--- src/rtl/paper_pkg.sv ---
`default_nettype none
// ---------------------------------------------------------------------------
// paper_pkg : shared types and check encodings for the paper processor
// Rev 1.0
// ---------------------------------------------------------------------------
package paper_pkg;

  typedef enum logic [1:0] {
    JNO_IDLE    = 2'd0,
    JNO_WAIT    = 2'd1,
    JNO_RESOLVE = 2'd2
  } jno_state_t;

  localparam logic [1:0] CHK_NONE      = 2'b00;
  localparam logic [1:0] CHK_NOT_TAKEN = 2'b01;
  localparam logic [1:0] CHK_TAKEN     = 2'b10;

  // JNO jumps only when no overflow was seen
  function automatic logic [1:0] chk_encode(input logic ovf);
    return ovf ? CHK_NOT_TAKEN : CHK_TAKEN;
  endfunction

endpackage
`default_nettype wire

--- src/rtl/jno_wait_counter.sv ---
`default_nettype none
// ---------------------------------------------------------------------------
// jno_wait_counter : saturating wait counter, flags the last allowed cycle
// Rev 1.0
// ---------------------------------------------------------------------------
module jno_wait_counter #(
  parameter int TIMEOUT = 15
) (
  input  logic clk,
  input  logic reset,
  input  logic clear,
  input  logic enable,
  output logic expire
);

  localparam int              CNT_W  = $clog2(TIMEOUT + 1);
  localparam logic [CNT_W-1:0] C_LAST = CNT_W'(TIMEOUT - 1);

  logic [CNT_W-1:0] r_count;

  assign expire = enable && (r_count == C_LAST);

  // Holds at the last value instead of wrapping
  always_ff @(posedge clk) begin
    if (reset || clear) begin
      r_count <= '0;
    end else if (enable && !expire) begin
      r_count <= r_count + CNT_W'(1);
    end
  end

endmodule
`default_nettype wire

--- src/rtl/jno_resolver.sv ---
`default_nettype none
// ---------------------------------------------------------------------------
// jno_resolver : JNO condition resolver with bounded flag wait.
// Optional one-deep pending slot: JNO_RESOLVER_QUEUE_EN.   Rev 1.0
// ---------------------------------------------------------------------------
module jno_resolver
  import paper_pkg::*;
#(
  parameter int ADDR_W  = 8,
  parameter int TIMEOUT = 15
) (
  input  logic              clk,
  input  logic              reset,
  input  logic              jno_req,
  input  logic [ADDR_W-1:0] target,
  input  logic              flag_valid,
  input  logic              overflow,
  output logic [1:0]        check,
  output logic [ADDR_W-1:0] target_q,
  output logic              busy,
  output logic              timeout_err
);

  jno_state_t        r_state;
  jno_state_t        w_next;
  logic [1:0]        r_check;
  logic [ADDR_W-1:0] r_target_q;
  logic              r_timeout_err;

  logic              w_accept;
  logic [ADDR_W-1:0] w_accept_tgt;
  logic              w_resolve;
  logic              w_res_ovf;
  logic              w_force;
  logic              w_expire;

`ifdef JNO_RESOLVER_QUEUE_EN
  logic              r_pend_valid;
  logic [ADDR_W-1:0] r_pend_target;
  logic              w_pend_set;
  logic              w_pend_clr;
`endif

  jno_wait_counter #(
    .TIMEOUT (TIMEOUT)
  ) u_wait_counter (
    .clk    (clk),
    .reset  (reset),
    .clear  (r_state != JNO_WAIT),
    .enable (r_state == JNO_WAIT),
    .expire (w_expire)
  );

  always_ff @(posedge clk) begin
    if (reset) begin
      r_state <= JNO_IDLE;
    end else begin
      r_state <= w_next;
    end
  end

  always_comb begin
    w_next       = r_state;
    w_accept     = 1'b0;
    w_accept_tgt = target;
    w_resolve    = 1'b0;
    w_res_ovf    = 1'b0;
    w_force      = 1'b0;
`ifdef JNO_RESOLVER_QUEUE_EN
    w_pend_set   = 1'b0;
    w_pend_clr   = 1'b0;
`endif
    case (r_state)
      JNO_IDLE: begin
        w_accept = jno_req;
      end
      JNO_WAIT: begin
        if (flag_valid) begin
          w_next    = JNO_RESOLVE;
          w_resolve = 1'b1;
          w_res_ovf = overflow;
        end else if (w_expire) begin
          w_next    = JNO_RESOLVE;
          w_resolve = 1'b1;
          w_res_ovf = 1'b1;
          w_force   = 1'b1;
        end
`ifdef JNO_RESOLVER_QUEUE_EN
        w_pend_set = jno_req && !r_pend_valid;
`endif
      end
      JNO_RESOLVE: begin
        w_next = JNO_IDLE;
`ifdef JNO_RESOLVER_QUEUE_EN
        // A stored request outranks a new one; a new one with a full slot is lost
        if (r_pend_valid) begin
          w_accept     = 1'b1;
          w_accept_tgt = r_pend_target;
          w_pend_clr   = 1'b1;
        end else begin
          w_accept = jno_req;
        end
`endif
      end
      default: w_next = JNO_IDLE;
    endcase

    if (w_accept) begin
      if (flag_valid) begin
        w_next    = JNO_RESOLVE;
        w_resolve = 1'b1;
        w_res_ovf = overflow;
      end else begin
        w_next = JNO_WAIT;
      end
    end
  end

  // check is loaded on the edge into RESOLVE so it is live exactly in that state
  always_ff @(posedge clk) begin
    if (reset) begin
      r_check       <= CHK_NONE;
      r_target_q    <= '0;
      r_timeout_err <= 1'b0;
    end else begin
      r_check <= w_resolve ? chk_encode(w_res_ovf) : CHK_NONE;
      if (w_accept) begin
        r_target_q <= w_accept_tgt;
      end
      if (w_force) begin
        r_timeout_err <= 1'b1;
      end
    end
  end

`ifdef JNO_RESOLVER_QUEUE_EN
  always_ff @(posedge clk) begin
    if (reset) begin
      r_pend_valid  <= 1'b0;
      r_pend_target <= '0;
    end else if (w_pend_clr) begin
      r_pend_valid <= 1'b0;
    end else if (w_pend_set) begin
      r_pend_valid  <= 1'b1;
      r_pend_target <= target;
    end
  end
`endif

  assign check       = r_check;
  assign target_q    = r_target_q;
  assign busy        = (r_state != JNO_IDLE);
  assign timeout_err = r_timeout_err;

endmodule
`default_nettype wire

--- config.mk ---
export PLATFORM = sky130hd
export DESIGN_NAME = jno_resolver
export DESIGN_NICKNAME = d
export VERILOG_FILES = /design/src/rtl/paper_pkg.sv /design/src/rtl/jno_wait_counter.sv /design/src/rtl/jno_resolver.sv
export SDC_FILE = /design/constraint.sdc
export NUM_CORES = 1
export LEC_CHECK = 0
export CORE_MARGIN = 5
export CORE_UTILIZATION = 41
export DETAILED_ROUTE_END_ITERATION = 10
export PLACE_DENSITY = 0.74
export SYNTH_ARGS = -nofsm -noshare
export SYNTH_HDL_FRONTEND = slang
export SYNTH_SLANG_ARGS = --single-unit
--- constraint.sdc ---
create_clock -name clk -period 1.4 [get_ports clk]
set_input_delay 0.28 -clock clk [delete_from_list [all_inputs] [get_ports clk]]
set_output_delay 0.28 -clock clk [all_outputs]
set_load 0.05 [all_outputs]
# After elaboration in Yosys (flattened, before gate mapping)
# Cells that the tools add are included.
# totals
regBits	17
in_bits	13
output_inout_bits	12
# op_classes
n_addsub	1
n_eq_ne	5
n_mux	18
bitwise	1
reduce_logical	8
# ops
operator	count
1-bit two-way mux	12
2-bit two-way mux	5
4-bit by 1-bit adder with 4-bit output (second input constant)	1
4-bit == test (second input constant)	1
4-bit != test (second input constant)	1
2-bit one-hot mux with 2 select lines	1
2-bit by 1-bit == test with 1-bit output (second input constant)	1
1-bit logical AND	2
2-bit logical NOT	1
2-bit by 1-bit != test with 1-bit output (second input constant)	1
2-bit != test (second input constant)	1
2-bit AND reduction	1
2-bit nonzero test	1
2-bit OR reduction	1
1-bit logical NOT	1
1-bit logical OR	1
1-bit inverter	1

# Logic depth before layout (Yosys ltp)
# logic_depth
word_depth	9
depth_mapped	5

# By module
# A second synthesis with hierarchy kept.
# unflattened
hier_cells	80
hier_area_um2	783.3
# modules_own_cells
module	n_inst	cells_per_inst	area_each_um2	seq_area_each_um2
jno_resolver	1	57	566.8	260.2
jno_wait_counter	1	23	216.5	80.1

# Worst setup path before layout
# OpenSTA, ideal clock, no wires.
# synth_timing
path_type	register to register
start	register u_wait_counter.r_count[0]
end	register r_state[0]
setup_ps	86
t_arrival_ps	1054
t_required_ps	1314
setup_slack_ps	260
path_stages_with_launch	5
path_buffers	0
synth_period_minus_slack_ps	1140
cell_sequence	dfxtp_1 inv_1 ha_1 and3_1 a211oi_1
# synth_via
elab_chain_cells	4
# synth_lines
element	line_no	text
start, declared	jno_wait_counter.sv:19	logic [CNT_W-1:0] r_count;
start signal, assigned	jno_wait_counter.sv:28	r_count <= r_count + CNT_W'(1);
4-bit == test	jno_wait_counter.sv:21	assign expire = enable && (r_count == C_LAST);
1-bit logical AND	jno_wait_counter.sv:21	
4-bit != test (no line)	n/a	
2-bit AND reduction (no line)	n/a	
end signal, assigned	jno_resolver.sv:58	r_state <= w_next;
end, declared	jno_resolver.sv:24	jno_state_t r_state;
# No other way between the ends.
# A chain may end at the register's enable or synchronous reset.

# Worst setup path after layout
# layout_timing
start	register r_state[1]
end	output busy
# layout_via
elab_chain_cells	1
# layout_lines
element	line_no	text
2-bit nonzero test	jno_resolver.sv:152	assign busy = (r_state != JNO_IDLE);
end, declared	jno_resolver.sv:20	output logic busy,
# No other way between the ends.

==> results.tsv <==
stage	metric	value	unit
grt	grt_use_total	14.77	%
logic_synthesis	syn_nets	82	
final_layout	fillCellCount	102	
run_status	status	finished, final reports clean	
placed_design	gp_congestion	0.7145	
route	dr_wl_met2	901	um
placed_design	dp_cells	108	
logic_synthesis	ys_seq_area_share	50.84	%
timing	setup_viol	0	
timing	hold_violations	0	
logic_synthesis	syn_area_per_cell	9.991	um^2
power_and_ir_drop	p_int	750.2	uW
setup_path	crit_family	flip-flops	
route	via_per_inst	5.265	
setup_path	crit_type	reg2out	
route	post_drt_wl_per_cell	15.02	um
final_layout	drive_gt1_share	25.77	%
final_layout	diodes	0	
setup_path	rrSetupSlack	0.06	ns
placed_design	dpl.hpwl	1.238	mm
setup_path	crit_chain	or2_4, buf_12	
setup_path	path_buf_inv	1	
grt	first_global_vias	607	
power_and_ir_drop	power_frac_comb	24.5	%
final_layout	area_growth	65.05	%
timing	rsz0062_at_grt	true	
timing	slew_viol_final	0	
floorplanning	dieHeight	50.41	um
route	drt-initial-drc-count	5	
setup_path	critPathMaxStageDelay	0.37	ns
placed_design	post_dp_cell_area	0.001057	mm^2
route	antenna_left	0	
power_and_ir_drop	cellPowerDensity	947.4	mW/mm^2
cts	numCtsBuffers	3	
grt	grt_antenna_before_repair	0	
route	wl_met1	656	um
grt	grt_pass1_wl	2.691	mm
setup_path	critPathArrivalTime	1.08	ns
final_layout	post-route-util	72.50	%
logic_synthesis	ys_seq_elements	17	
grt	grt_max_degree	11	
power_and_ir_drop	pwr-share-seq	50.2	%
setup_path	slowest_stage	dfxtp_1	
logic_synthesis	ys_types	24	
route	top_layer	met4	
floorplanning	die-area	0.002541	mm^2
final_layout	final_area	0.001105	mm^2
floorplanning	start_util	43.92	%
cts	cts.sinks	17	
route	met3WireLength	72	um
power_and_ir_drop	power	1047	uW
setup_path	cp-end-kind	output port	
power_and_ir_drop	leakage	0.0004485	uW
placed_design	port_buffers	24	
timing	worst_pin_slew	0.2484	ns
timing	relSlewSlack	83.26	%
grt	grt.overflow.total	0	
logic_synthesis	syn_area	669.4	um^2
setup_path	required	1.12	ns
floorplanning	rows	14	
power_and_ir_drop	clkPwrFrac	25.2	%
cts	clk_path_buf_depth	2	
route	num_vias	595	
cts	cts_tree	done	
floorplanning	ios	25	
cts	cts_htree_levels	1	
floorplanning	coreArea	0.001524	mm^2
min_path	hp-class	reg2reg	
cts	ctsHoldBuffers	0	
timing	min_period_over_period	96.80	%
route	drc_errors	0	
logic_synthesis	synthCells	67	
setup_path	startpoint_type	flop	
timing	fmax	737.9	MHz
power_and_ir_drop	max-vdd-ir-drop	0.0004835	V
cts	cts.reportedPaths.clkPinSlew	0.09	ns
timing	fin_tns_setup	0	ns
timing	skew	0.001014	ns
cts	clk_latency	0.29	ns
route	firstDrtPassIters	4	
route	drt-total-wl	1.697	mm
floorplanning	fp.dieW	50.41	um
cts	root_buffer	clkbuf_4	
timing	min_period	1.355	ns
power_and_ir_drop	power_switching	296.5	uW
run	cap_violations	0	
final_layout	fin_nets	113	
final_layout	fin_cells	113	
power_and_ir_drop	swShare	28.33	%
logic_synthesis	yosysWarnings	0	
setup_path	cp_max_fo	4	
[final cells by class]
class	count	area [um^2]	share of cell area, %
repair buffers	28	390.4	35.33
multi-input cells	46	316.6	28.65
well taps	16	20.02	1.812
flip-flops and latches	17	344.1	31.14
inverters	2	7.507	0.6795
clock buffers	4	26.28	2.378
[worst paths after layout]
check                                  from          end  cells after the start
hold reg to reg                 timeout_err  timeout_err                      2
setup / recovery                 r_state[1]         busy                      2
hold / removal                  timeout_err  timeout_err                      2
setup reg to reg  u_wait_counter.r_count[0]   r_state[1]                      5
[what timing repair did]
| action | 4_1_cts | 5_1_grt |
|---|---|---|
| pin swaps | 0 | 0 |
| buffers inserted | 1 | 0 |
| setup endpoints to repair | 1 | 2 |
| gates resized for setup | 3 | 3 |
| cloned | 0 | 0 |
| endpoints found under the hold margin | 0 | 0 |
[layer usage]
layer,GRT usage [%],vias up
li1,-,292
met3,4.142,5
met5,0,-
met2,25.94,17
met1,13.74,281
met4,12.77,0
[through the flow]
step                      hold slack, ns  setup slack (ns)
after floorplan                   0.3528            0.2604
after global placement            0.4766          -0.06597
after detailed placement          0.4911           -0.1171
after CTS                         0.5051           0.07010
after global routing              0.5463         -0.003652
final                             0.5074           0.04485
[synth_stat cells (all sizes together)]
cell	count	share of area [%]
inv	2	1.1
nor4	1	0.94
nand2	3	1.7
or2	1	0.94
a31oi	1	0.94
mux2i	8	12
o211ai	1	1.1
clkbuf	1	0.56
nand3b	1	1.1
nor3b	3	4.1
buf	1	1.7
nor2	12	6.7
dfxtp	17	51
o32ai	1	1.3
nor3	2	1.5
nand3	2	2.2
o21ai	1	0.75
and3	2	1.9
a21oi	2	1.5
a21boi	1	1.1
ha	2	3.7
a211oi	2	2.2
[layout by cell type (no fill, tap or decap), types with 2 or more instances in the layout]
master,n
a211oi_1,2
a21oi_1,2
buf_12,12
buf_4,4
clkbuf_4,3
clkdlybuf4s50_1,12
dfxtp_1,16
ha_1,2
inv_1,2
mux2i_1,8
nand2_1,3
nor2_1,12
nor3_1,2
nor3b_1,2
[registers in the layout (all words and copies together) (netlist names)]
name / flops
target_q: 8
u_wait_counter.r_count: 4
check: 2
r_state: 2
timeout_err: 1
[worst register-to-register path, cell delays in order, from the launching register on]
cell	delay, ns
dfxtp_1	0.40
inv_1	0.08
ha_1	0.24
and3_2	0.26
nor2_1	0.18
nor4_2	0.08
[kinds of logic (layout without fill, tap and decap cells)]
family,after synthesis,count (layout),synth area share (%)
simple gates,27,27,21.12
compound gates,9,9,8.972
fa+ha+maj,2,2,3.738
mux,8,8,11.96
flops,17,17,50.84
buf+inv,4,34,3.364
[power by group through the flow]
stage | combinational (uW) | clock [uW] | sequential [uW]
after floorplan | 62.5 | 0 | 587
after global placement | 246 | 0 | 538
after detailed placement | 250 | 0 | 539
after CTS | 256 | 268 | 525
after global routing | 269 | 292 | 529
final | 257 | 264 | 526
No activity file was read; power rests on OpenSTA's default activity.
